`src/rtl/mux_pkg.sv`:
```
`default_nettype none
// ============================================================================
//  Module  : mux_pkg
//  Brief   : Shared constants and helpers for the N:1 stream multiplexer.
//  Revision: 1.0
// ============================================================================
package mux_pkg;

    localparam logic MODE_SEL = 1'b0;
    localparam logic MODE_RR  = 1'b1;

    // An index needs at least one bit, even for a single channel.
    function automatic int clog2_min1(input int n);
        return (n <= 2) ? 1 : $clog2(n);
    endfunction

endpackage
`default_nettype wire

```
`src/rtl/rr_arbiter.sv`:
```
`default_nettype none
// ============================================================================
//  Module  : rr_arbiter
//  Brief   : Combinational round-robin pick: first request after ptr, wrapping.
//  Revision: 1.0
// ============================================================================
module rr_arbiter
    import mux_pkg::*;
#(
    parameter int NUM_CH = 4,
    parameter int SEL_W  = clog2_min1(NUM_CH)
) (
    input  logic [NUM_CH-1:0] req,
    input  logic [SEL_W-1:0]  ptr,
    output logic [SEL_W-1:0]  grant,
    output logic              grant_ok
);

    // Walk from the farthest offset down so the nearest request wins.
    always_comb begin
        grant    = '0;
        grant_ok = |req;
        for (int k = NUM_CH; k >= 1; k--) begin
            logic [SEL_W-1:0] idx;
            idx = SEL_W'((int'(ptr) + k) % NUM_CH);
            if (req[idx]) begin
                grant = idx;
            end
        end
    end

endmodule
`default_nettype wire

```
`src/rtl/mux_nch_stream.sv`:
```
`default_nettype none
// ============================================================================
//  Module  : mux_nch_stream
//  Brief   : N:1 valid/ready stream mux, select or round-robin, registered out.
//  Revision: 1.0
// ============================================================================
module mux_nch_stream
    import mux_pkg::*;
#(
    parameter int DATA_W = 8,
    parameter int NUM_CH = 4,
    parameter int SEL_W  = clog2_min1(NUM_CH)
) (
    input  logic                     clk_in,
    input  logic                     rst_in,
    input  logic                     mode_in,
    input  logic [SEL_W-1:0]         sel_in,
    input  logic [NUM_CH-1:0]        in_valid_in,
    input  logic [NUM_CH*DATA_W-1:0] in_data_in,
    output logic [NUM_CH-1:0]        in_ready_out,
    output logic                     out_valid_out,
    output logic [DATA_W-1:0]        out_data_out,
    output logic [SEL_W-1:0]         out_ch_out,
    input  logic                     out_ready_in
);

    logic              load_en;
    logic              sel_ok;
    logic              rr_ok;
    logic              grant_ok;
    logic              xfer;
    logic [SEL_W-1:0]  rr_grant;
    logic [SEL_W-1:0]  grant;
    logic [SEL_W-1:0]  rr_ptr;
    logic [DATA_W-1:0] grant_data;

    assign load_en = !out_valid_out || out_ready_in;
    assign sel_ok  = (int'(sel_in) < NUM_CH);

    rr_arbiter #(
        .NUM_CH (NUM_CH),
        .SEL_W  (SEL_W)
    ) u_rr_arbiter (
        .req      (in_valid_in),
        .ptr      (rr_ptr),
        .grant    (rr_grant),
        .grant_ok (rr_ok)
    );

    always_comb begin
        grant    = sel_in;
        grant_ok = sel_ok;
        if (mode_in == MODE_RR) begin
            grant    = rr_grant;
            grant_ok = rr_ok;
        end
    end

    generate
        for (genvar i = 0; i < NUM_CH; i++) begin : g_ready
            // Gated by reset so no producer sees ready while the block is held.
            assign in_ready_out[i] = !rst_in && load_en && grant_ok &&
                                     (grant == SEL_W'(i));
        end
    endgenerate

    assign xfer = |(in_valid_in & in_ready_out);

    always_comb begin
        grant_data = '0;
        for (int i = 0; i < NUM_CH; i++) begin
            if (grant == SEL_W'(i)) begin
                grant_data = in_data_in[i*DATA_W +: DATA_W];
            end
        end
    end

    always_ff @(posedge clk_in or posedge rst_in) begin
        if (rst_in) begin
            out_valid_out <= 1'b0;
            out_data_out  <= '0;
            out_ch_out    <= '0;
            rr_ptr        <= SEL_W'(NUM_CH - 1);
        end else if (xfer) begin
            out_valid_out <= 1'b1;
            out_data_out  <= grant_data;
            out_ch_out    <= grant;
            rr_ptr        <= grant;
        end else if (load_en) begin
            out_valid_out <= 1'b0;
        end
    end

endmodule
`default_nettype wire
```
`config.mk`:
```
export PLATFORM = sky130hd
export DESIGN_NAME = mux_nch_stream
export DESIGN_NICKNAME = d
export VERILOG_FILES = /design/src/rtl/mux_pkg.sv /design/src/rtl/rr_arbiter.sv /design/src/rtl/mux_nch_stream.sv
export SDC_FILE = /design/constraint.sdc
export NUM_CORES = 1
export LEC_CHECK = 0
export CORE_MARGIN = 4
export CORE_UTILIZATION = 37
export DETAILED_ROUTE_END_ITERATION = 10
export PLACE_DENSITY = 0.83
export SYNTH_ARGS = -nofsm -noshare
export SYNTH_HDL_FRONTEND = slang
export SYNTH_SLANG_ARGS = --single-unit
```
`constraint.sdc`:
```
create_clock -name clk_in -period 2.98 [get_ports clk_in]
set_input_delay 0.596 -clock clk_in [delete_from_list [all_inputs] [get_ports clk_in]]
set_output_delay 0.596 -clock clk_in [all_outputs]
set_load 0.005 [all_outputs]
```
==> qor.yml, run 1 <==
run_status:
  status: "completed"
synthesis:
  syn-cell-area_um2: 977
  synth-edff-count: 0
  yosysWarnings: 0
  ys_seq_elements: 13
  ys.flop_type: "dfrtp_1"
  synthTopCellsByArea: "dfrtp_1, mux4_2, mux2_4, dfstp_2, mux4_1"
  synth.distinct_cells: 35
  synth_area_per_cell_um2: 12.5
  synth-seq-area-share_pct: 33.5
  synth_nets: 120
  ys_async_sr_fraction_pct: 100
  synthCells: 78
  synth_top_area_share_pct: 28.2
  synth_top_area_cell: "dfrtp_1"
detailed_routing:
  viasPerCell: 5.21
  drc: 0
  ant_nets: 0
  vias: 959
  dr.pass1.iters: 4
  wl_um: 2660
  post_drt_wl_per_cell_um: 14.4
  drt_iter0_drc: 21
place:
  gp_congestion: 0.951
  io_buffers: 56
  pre_cts_slack_ps: -178
  post-dp-hpwl_um: 2310
worst_setup_path:
  startpoint_type: "input pin"
  cp_slowest_stage_delay_ps: 430
  cp_top_family: "buffers and inverters"
  cp_slowest_cell: "clkdlybuf4s50_1"
  arrival_ps: 2220
  timing.critical_path.buf_inv: 3
  crit_type: "in -> out"
  cp_data_required_time_ps: 2380
  worstPathCellList: "dlygate4sd2_1 -> o21a_1 -> a211oi_2 -> buf_4 -> nor2_4 -> nand2_1 -> a21o_1 -> nor2_1 -> clkdlybuf4s50_1"
  path_max_fanout: 4
  cp-end-kind: "primary output"
die:
  core_area_um2: 2500
  row_count: 18
  pin_count: 57
  dieArea_um2: 3530
  dieWidth_um: 59.4
  die_y_um: 59.4
  start_util_pct: 39.1
min_path:
  min_path_type: "reg -> reg"
finish:
  fin_nets: 197
  syn2layout_area_growth_pct: 75.9
  final_cell_mix: "clkdlybuf4s50_1, buf_4, dfrtp_1"
  finish.utilization_pct: 68.8
  final_common_cell: "clkdlybuf4s50_1"
  drive_above_1_share_pct: 31.8
  num_antenna_cells: 0
sta:
  timing.final.crit_share_pct: 94.5
  max_slew_margin_pct: 78.1
  hold_viol: 0
  rsz0062_at_grt: "no"
  finalSetupViolCount: 0
  worst_pin_slew_ps: 328
  skew_ps: 1.89
  slew_viol_final: 0
  min_period_ps: 2820
  clock.fmax_ghz: 0.355
  hold-worst-slack_ps: 484
  setup_ws_ps: 163
cts:
  htree_levels: 1
  clkTransAtPathRegs_ps: 80
  clockRootBuffer: "clkbuf_4"
  numCtsBuffers: 3
  clk_path_buf_depth: 2
  cts_sinks: 13
  cts_setup_buffers: 0
  cts_hold_buf: 0
  cts_tree: "yes"
  clock_latency_ps: 270
grt:
  antenna_found_initial: 0
  overflow: 0
  grt_max_degree: 14
  grt_util_all_layers_pct: 15.5
  grt_pass1_vias: 1000
  grt_first_pass_wirelength_um: 4130
job:
  maxCapViolations: 0
power_and_ir_drop:
  leakagePower_nw: 0.768
  vdd_drop_max_mv: 0.436
  power.density_nw_per_um2: 613
## where the power goes
part | leakage, nW | internal, mW | switching (mW)
Sequential | 0.152 | 0.274 | 0.0697
Clock | 0.0150 | 0.0519 | 0.0580
Combinational | 0.602 | 0.408 | 0.192
## worst paths after layout
path,slack (ps),end,cells past startpoint,start
hold reg to reg,480,out_ch_out[0],1,out_ch_out[0]
max in group asynchronous,2120,rr_ptr[0],3,rst_in
min in group asynchronous,630,out_valid_out,3,rst_in
hold / removal,480,out_ch_out[0],1,out_ch_out[0]
setup / recovery,160,in_ready_out[1],9,in_valid_in[0]
setup reg to reg,590,out_data_out[0],9,rr_ptr[1]
## routing by layer
metal / routed length [µm] / vias to the layer above / GRT usage (%)
met5: 0 / - / 0
met4: 12 / 0 / 2.59
met3: 219 / 2 / 5.88
met2: 1460 / 39 / 29.6
met1: 963 / 460 / 16.0
li1: - / 458 / -
## through the flow
step	instances	total power [mW]	TNS (ps)	cell area [µm²]
floorplan	78	0.638	0	977
global placement	180	0.934	-355	1690
detailed placement	180	0.953	-771	1690
CTS	184	1.07	0	1710
global route	184	1.12	0	1720
finish	184	1.05	0	1720
## flip-flops by register name (all words and copies together) (netlist names)
| register | count |
|---|---|
| out_ch_out | 2 |
| rr_ptr | 2 |
| out_valid_out | 1 |
| out_data_out | 8 |
## cell type report
cell class / instances / area, µm²
well taps: 30 / 37.5
repair buffers: 74 / 696
inverters: 6 / 22.5
clock buffers: 4 / 26.3
fillers: 195 / 781
multi-input cells: 57 / 609
flip-flops and latches: 13 / 328
## synthesized netlist by cell type, types with 2 or more instances
| cell | number |
|---|---|
| dfrtp_1 | 11 |
| mux2_4 | 7 |
| inv_1 | 6 |
| mux4_2 | 6 |
| nor2_1 | 4 |
| o21ai_0 | 4 |
| a21o_1 | 3 |
| buf_6 | 2 |
| dfstp_2 | 2 |
| mux4_1 | 2 |
| nand3_1 | 2 |
| nor2b_1 | 2 |
| nor3b_1 | 2 |
| o211ai_2 | 2 |
| o21a_1 | 2 |
| o22ai_1 | 2 |
## worst reg2reg max path, stage by stage (launching register included)
cell and delay (ps):
dfstp_2 610, nor3b_2 70, a211oi_2 270, buf_4 180, nor2_4 40, buf_4 140, mux2_4 300, o211ai_2 160
buf_4 180, mux2_2 340
## cell families after synthesis
family	Yosys count	share of synthesized area [%]
buf+inv	8	4.61
mux	18	33.3
flops	13	33.5
compound gates	19	15.7
simple gates	20	12.8
## repair_timing
action,CTS,global route
pin swaps,1,0
endpoints found under the hold margin,0,0
endpoints found under the setup margin,4,3
resized for setup,7,2
Power figures use the tool's default switching activity.
==> inputs of run 2 (changes only) <==
Settings changed: CORE_UTILIZATION 37 to 39, CTS_BUF_LIST set to sky130_fd_sc_hd__clkbuf_4 sky130_fd_sc_hd__clkbuf_8, GPL_TIMING_DRIVEN set to 0, PLACE_DENSITY 0.83 to 0.86.
==> run 2 against run 1 <==
- total power grew 2.5%
- register-to-register slack about the same
- maximum frequency is 2.6% lower
- first-iteration DRC count is 9.5% lower
- worst hold slack gained 5.8 ps
- core utilization increased by 4.3 points
- routed wire length up 14%
- flip-flop and latch count unchanged
- largest power group unchanged
==> qor.yml, run 2 (synthesis gave the netlist of run 1 again) <==
run_status:
  status: "completed"  # unchanged
finish:
  layoutNonFillerInstCount: 174  # was 184
  seq_area_um2: 328  # unchanged
  final_common_cell: "clkdlybuf4s50_1"  # unchanged
  fin_nets: 189  # was 197
  top_register: "out_data_out"  # unchanged
  fillers: 165  # was 195
  final_cell_mix: "clkdlybuf4s50_1, dfrtp_1, buf_4"  # was clkdlybuf4s50_1, buf_4, dfrtp_1
  num_antenna_cells: 0  # unchanged
  multiInputGateArea_um2: 628  # was 609 µm²
  reg.largest.list: "out_data_out x8, out_ch_out x2, rr_ptr x2"  # unchanged
  drive_above_1_share_pct: 32.2  # was 31.8%
  finish.utilization_pct: 73.1  # was 68.8%
  syn2layout_area_growth_pct: 71.8  # was 75.9%
  largest_register_ffs: 8  # unchanged
sta:
  worst_pin_slew_ps: 363  # was 328 ps
  slew_viol_final: 0  # unchanged
  hold_viol: 0  # unchanged
  rsz0062_at_grt: "no"  # unchanged
  clock.fmax_ghz: 0.346  # was 0.355 GHz
  fin_setup_tns_ps: 0  # unchanged
  timing.final.crit_share_pct: 97.1  # was 94.5%
  hold-worst-slack_ps: 490  # was 484 ps
  min_period_ps: 2890  # was 2820 ps
  max_slew_margin_pct: 75.8  # was 78.1%
  finalSetupViolCount: 0  # unchanged
  setup_ws_ps: 87.0  # was 163 ps
  skew_ps: 0.340  # was 1.89 ps
power_and_ir_drop:
  vdd_drop_max_mv: 0.361  # was 0.436 mV
  internal-power_uw: 741  # was 735 µW
  clockPowerShare_pct: 10.6  # was 10.4%
  swShare_pct: 31.4  # was 30.3%
  power_frac_seq_pct: 32.1  # was 32.6%
  leakagePower_nw: 0.707  # was 0.768 nW
  power.density_nw_per_um2: 644  # was 613 nW/µm²
  p_switching_uw: 339  # was 320 µW
  pwr-share-comb_pct: 57.3  # was 56.9%
die:
  row_count: 17  # was 18
  die_y_um: 58.1  # was 59.4 µm
  dieArea_um2: 3370  # was 3530 µm²
  dieWidth_um: 58.1  # was 59.4 µm
  start_util_pct: 42.5  # was 39.1%
  pin_count: 57  # unchanged
  core_area_um2: 2300  # was 2500 µm²
place:
  io_buffers: 56  # unchanged
  gp_congestion: 0.833  # was 0.951
  dp_cells: 162  # was 180
  post-dp-hpwl_um: 2150  # was 2310 µm
  pre_cts_slack_ps: -370  # was -178 ps
cts:
  clk_path_buf_depth: 2  # unchanged
  clkTransAtPathRegs_ps: 70  # was 80 ps
  cts_tree: "yes"  # unchanged
  cts_sinks: 13  # unchanged
  clock_latency_ps: 270  # about the same
  clockRootBuffer: "clkbuf_4"  # unchanged
  htree_levels: 1  # unchanged
  numCtsBuffers: 3  # unchanged
  cts_hold_buf: 0  # unchanged
worst_setup_path:
  cp-end-kind: "primary output"  # unchanged
  worstPathCellList: "clkdlybuf4s15_1 -> o21a_1 -> a211oi_4 -> o21ai_1 -> nor2_1 -> clkdlybuf4s50_1"  # was dlygate4sd2_1 -> o21a_1 -> a211oi_2 -> buf_4 -> nor2_4 -> nand2_1 -> a21o_1 -> nor2_1 -> clkdlybuf4s50_1
  reg2reg_setup_slack_ps: 580  # was 590 ps
  arrival_ps: 2300  # was 2220 ps
  timing.critical_path.buf_inv: 2  # was 3
  cp_data_required_time_ps: 2380  # about the same
  path_max_fanout: 7  # was 4
  cp_slowest_stage_delay_ps: 510  # was 430 ps
  cp_slowest_cell: "clkdlybuf4s50_1"  # unchanged
  startpoint_type: "input pin"  # unchanged
  cp_top_family: "buffers and inverters"  # unchanged
  crit_type: "in -> out"  # unchanged
detailed_routing:
  viasPerCell: 5.54  # was 5.21
  post_drt_wl_per_cell_um: 17.3  # was 14.4 µm
  wl_um: 3020  # was 2660 µm
  ant_nets: 0  # unchanged
  drc: 0  # unchanged
  vias: 964  # was 959
  drt_iter0_drc: 19  # was 21
  dr.pass1.iters: 5  # was 4
min_path:
  min_path_type: "reg -> reg"  # unchanged
grt:
  grt_util_all_layers_pct: 18.9  # was 15.5%
  grt_pass1_vias: 1036  # was 1000
  overflow: 0  # unchanged
  grt_first_pass_wirelength_um: 4910  # was 4130 µm
  grt_max_degree: 14  # unchanged
  antenna_found_initial: 0  # unchanged
job:
  maxCapViolations: 0  # unchanged
==> run 2: cell types whose count changed in the layout (fill, tap and decap cells not counted), sizes merged, moves of 2 or more <==
| cell | previous run | this run |
|---|---|---|
| dlygate4sd2 | 4 | 1 |
| clkbuf | 4 | 6 |
| clkdlybuf4s15 | 0 | 2 |
| dlymetal6s2s | 2 | 0 |
| buf | 18 | 10 |
==> run 2: metrics by stage <==
stage | power (mW) | instance area, µm²
2_1_floorplan | 0.638 | 977
3_3_place_gp | 0.897 | 1570
3_5_place_dp | 0.914 | 1570
4_1_cts | 1.07 | 1670
5_1_grt | 1.14 | 1680
6_report | 1.08 | 1680
==> run 2: worst reg2reg max path, delay by kind of cell, from the launching register on <==
kind	cells	cell delay, ps
mux	2	640
compound gates	2	500
simple gates	2	130
flops	1	630
buf+inv	2	380
==> run 2: final cells by class <==
| class | instances | share of cell area [%] |
|---|---|---|
| Multi-Input combinational cell | 57 | 37.4 |
| Timing Repair Buffer | 64 | 36.3 |
| Sequential cell | 13 | 19.5 |
| Tap cell | 28 | 2.09 |
| Clock buffer | 4 | 1.79 |
| Inverter | 6 | 1.56 |
| Buffer | 2 | 1.34 |
==> run 2: final timing paths <==
| check | from | end | cells past startpoint |
|---|---|---|---|
| max | in_valid_in[0] | in_ready_out[3] | 6 |
| min | out_ch_out[0] | out_ch_out[0] | 1 |
| max reg2reg | rr_ptr[1] | out_data_out[6] | 8 |
| min reg2reg | out_ch_out[0] | out_ch_out[0] | 1 |
| max in group asynchronous | rst_in | rr_ptr[1] | 3 |
| min in group asynchronous | rst_in | out_ch_out[1] | 3 |
==> run 2: power by group through the flow <==
| stage | combinational, mW | clock, mW | sequential (mW) |
|---|---|---|---|
| 2_1_floorplan | 0.302 | 0 | 0.335 |
| 3_3_place_gp | 0.564 | 0 | 0.332 |
| 3_5_place_dp | 0.576 | 0 | 0.338 |
| 4_1_cts | 0.612 | 0.118 | 0.344 |
| 5_1_grt | 0.657 | 0.126 | 0.361 |
| 6_report | 0.619 | 0.114 | 0.347 |
==> run 2: what timing repair did <==
action,in CTS,in global routing
setup endpoints to repair,4,4
gates resized for setup,12,7
setup buffers,6,2
pin swaps,4,2
==> run 2: routing by layer <==
| metal | track usage, % | share of wire, % | vias up |
|---|---|---|---|
| met4 | 5.63 | 0.56 | 0 |
| li1 | - | - | 442 |
| met1 | 21.1 | 38 | 461 |
| met2 | 34.7 | 51 | 57 |
| met5 | 0 | 0 | - |
| met3 | 4.90 | 11 | 4 |
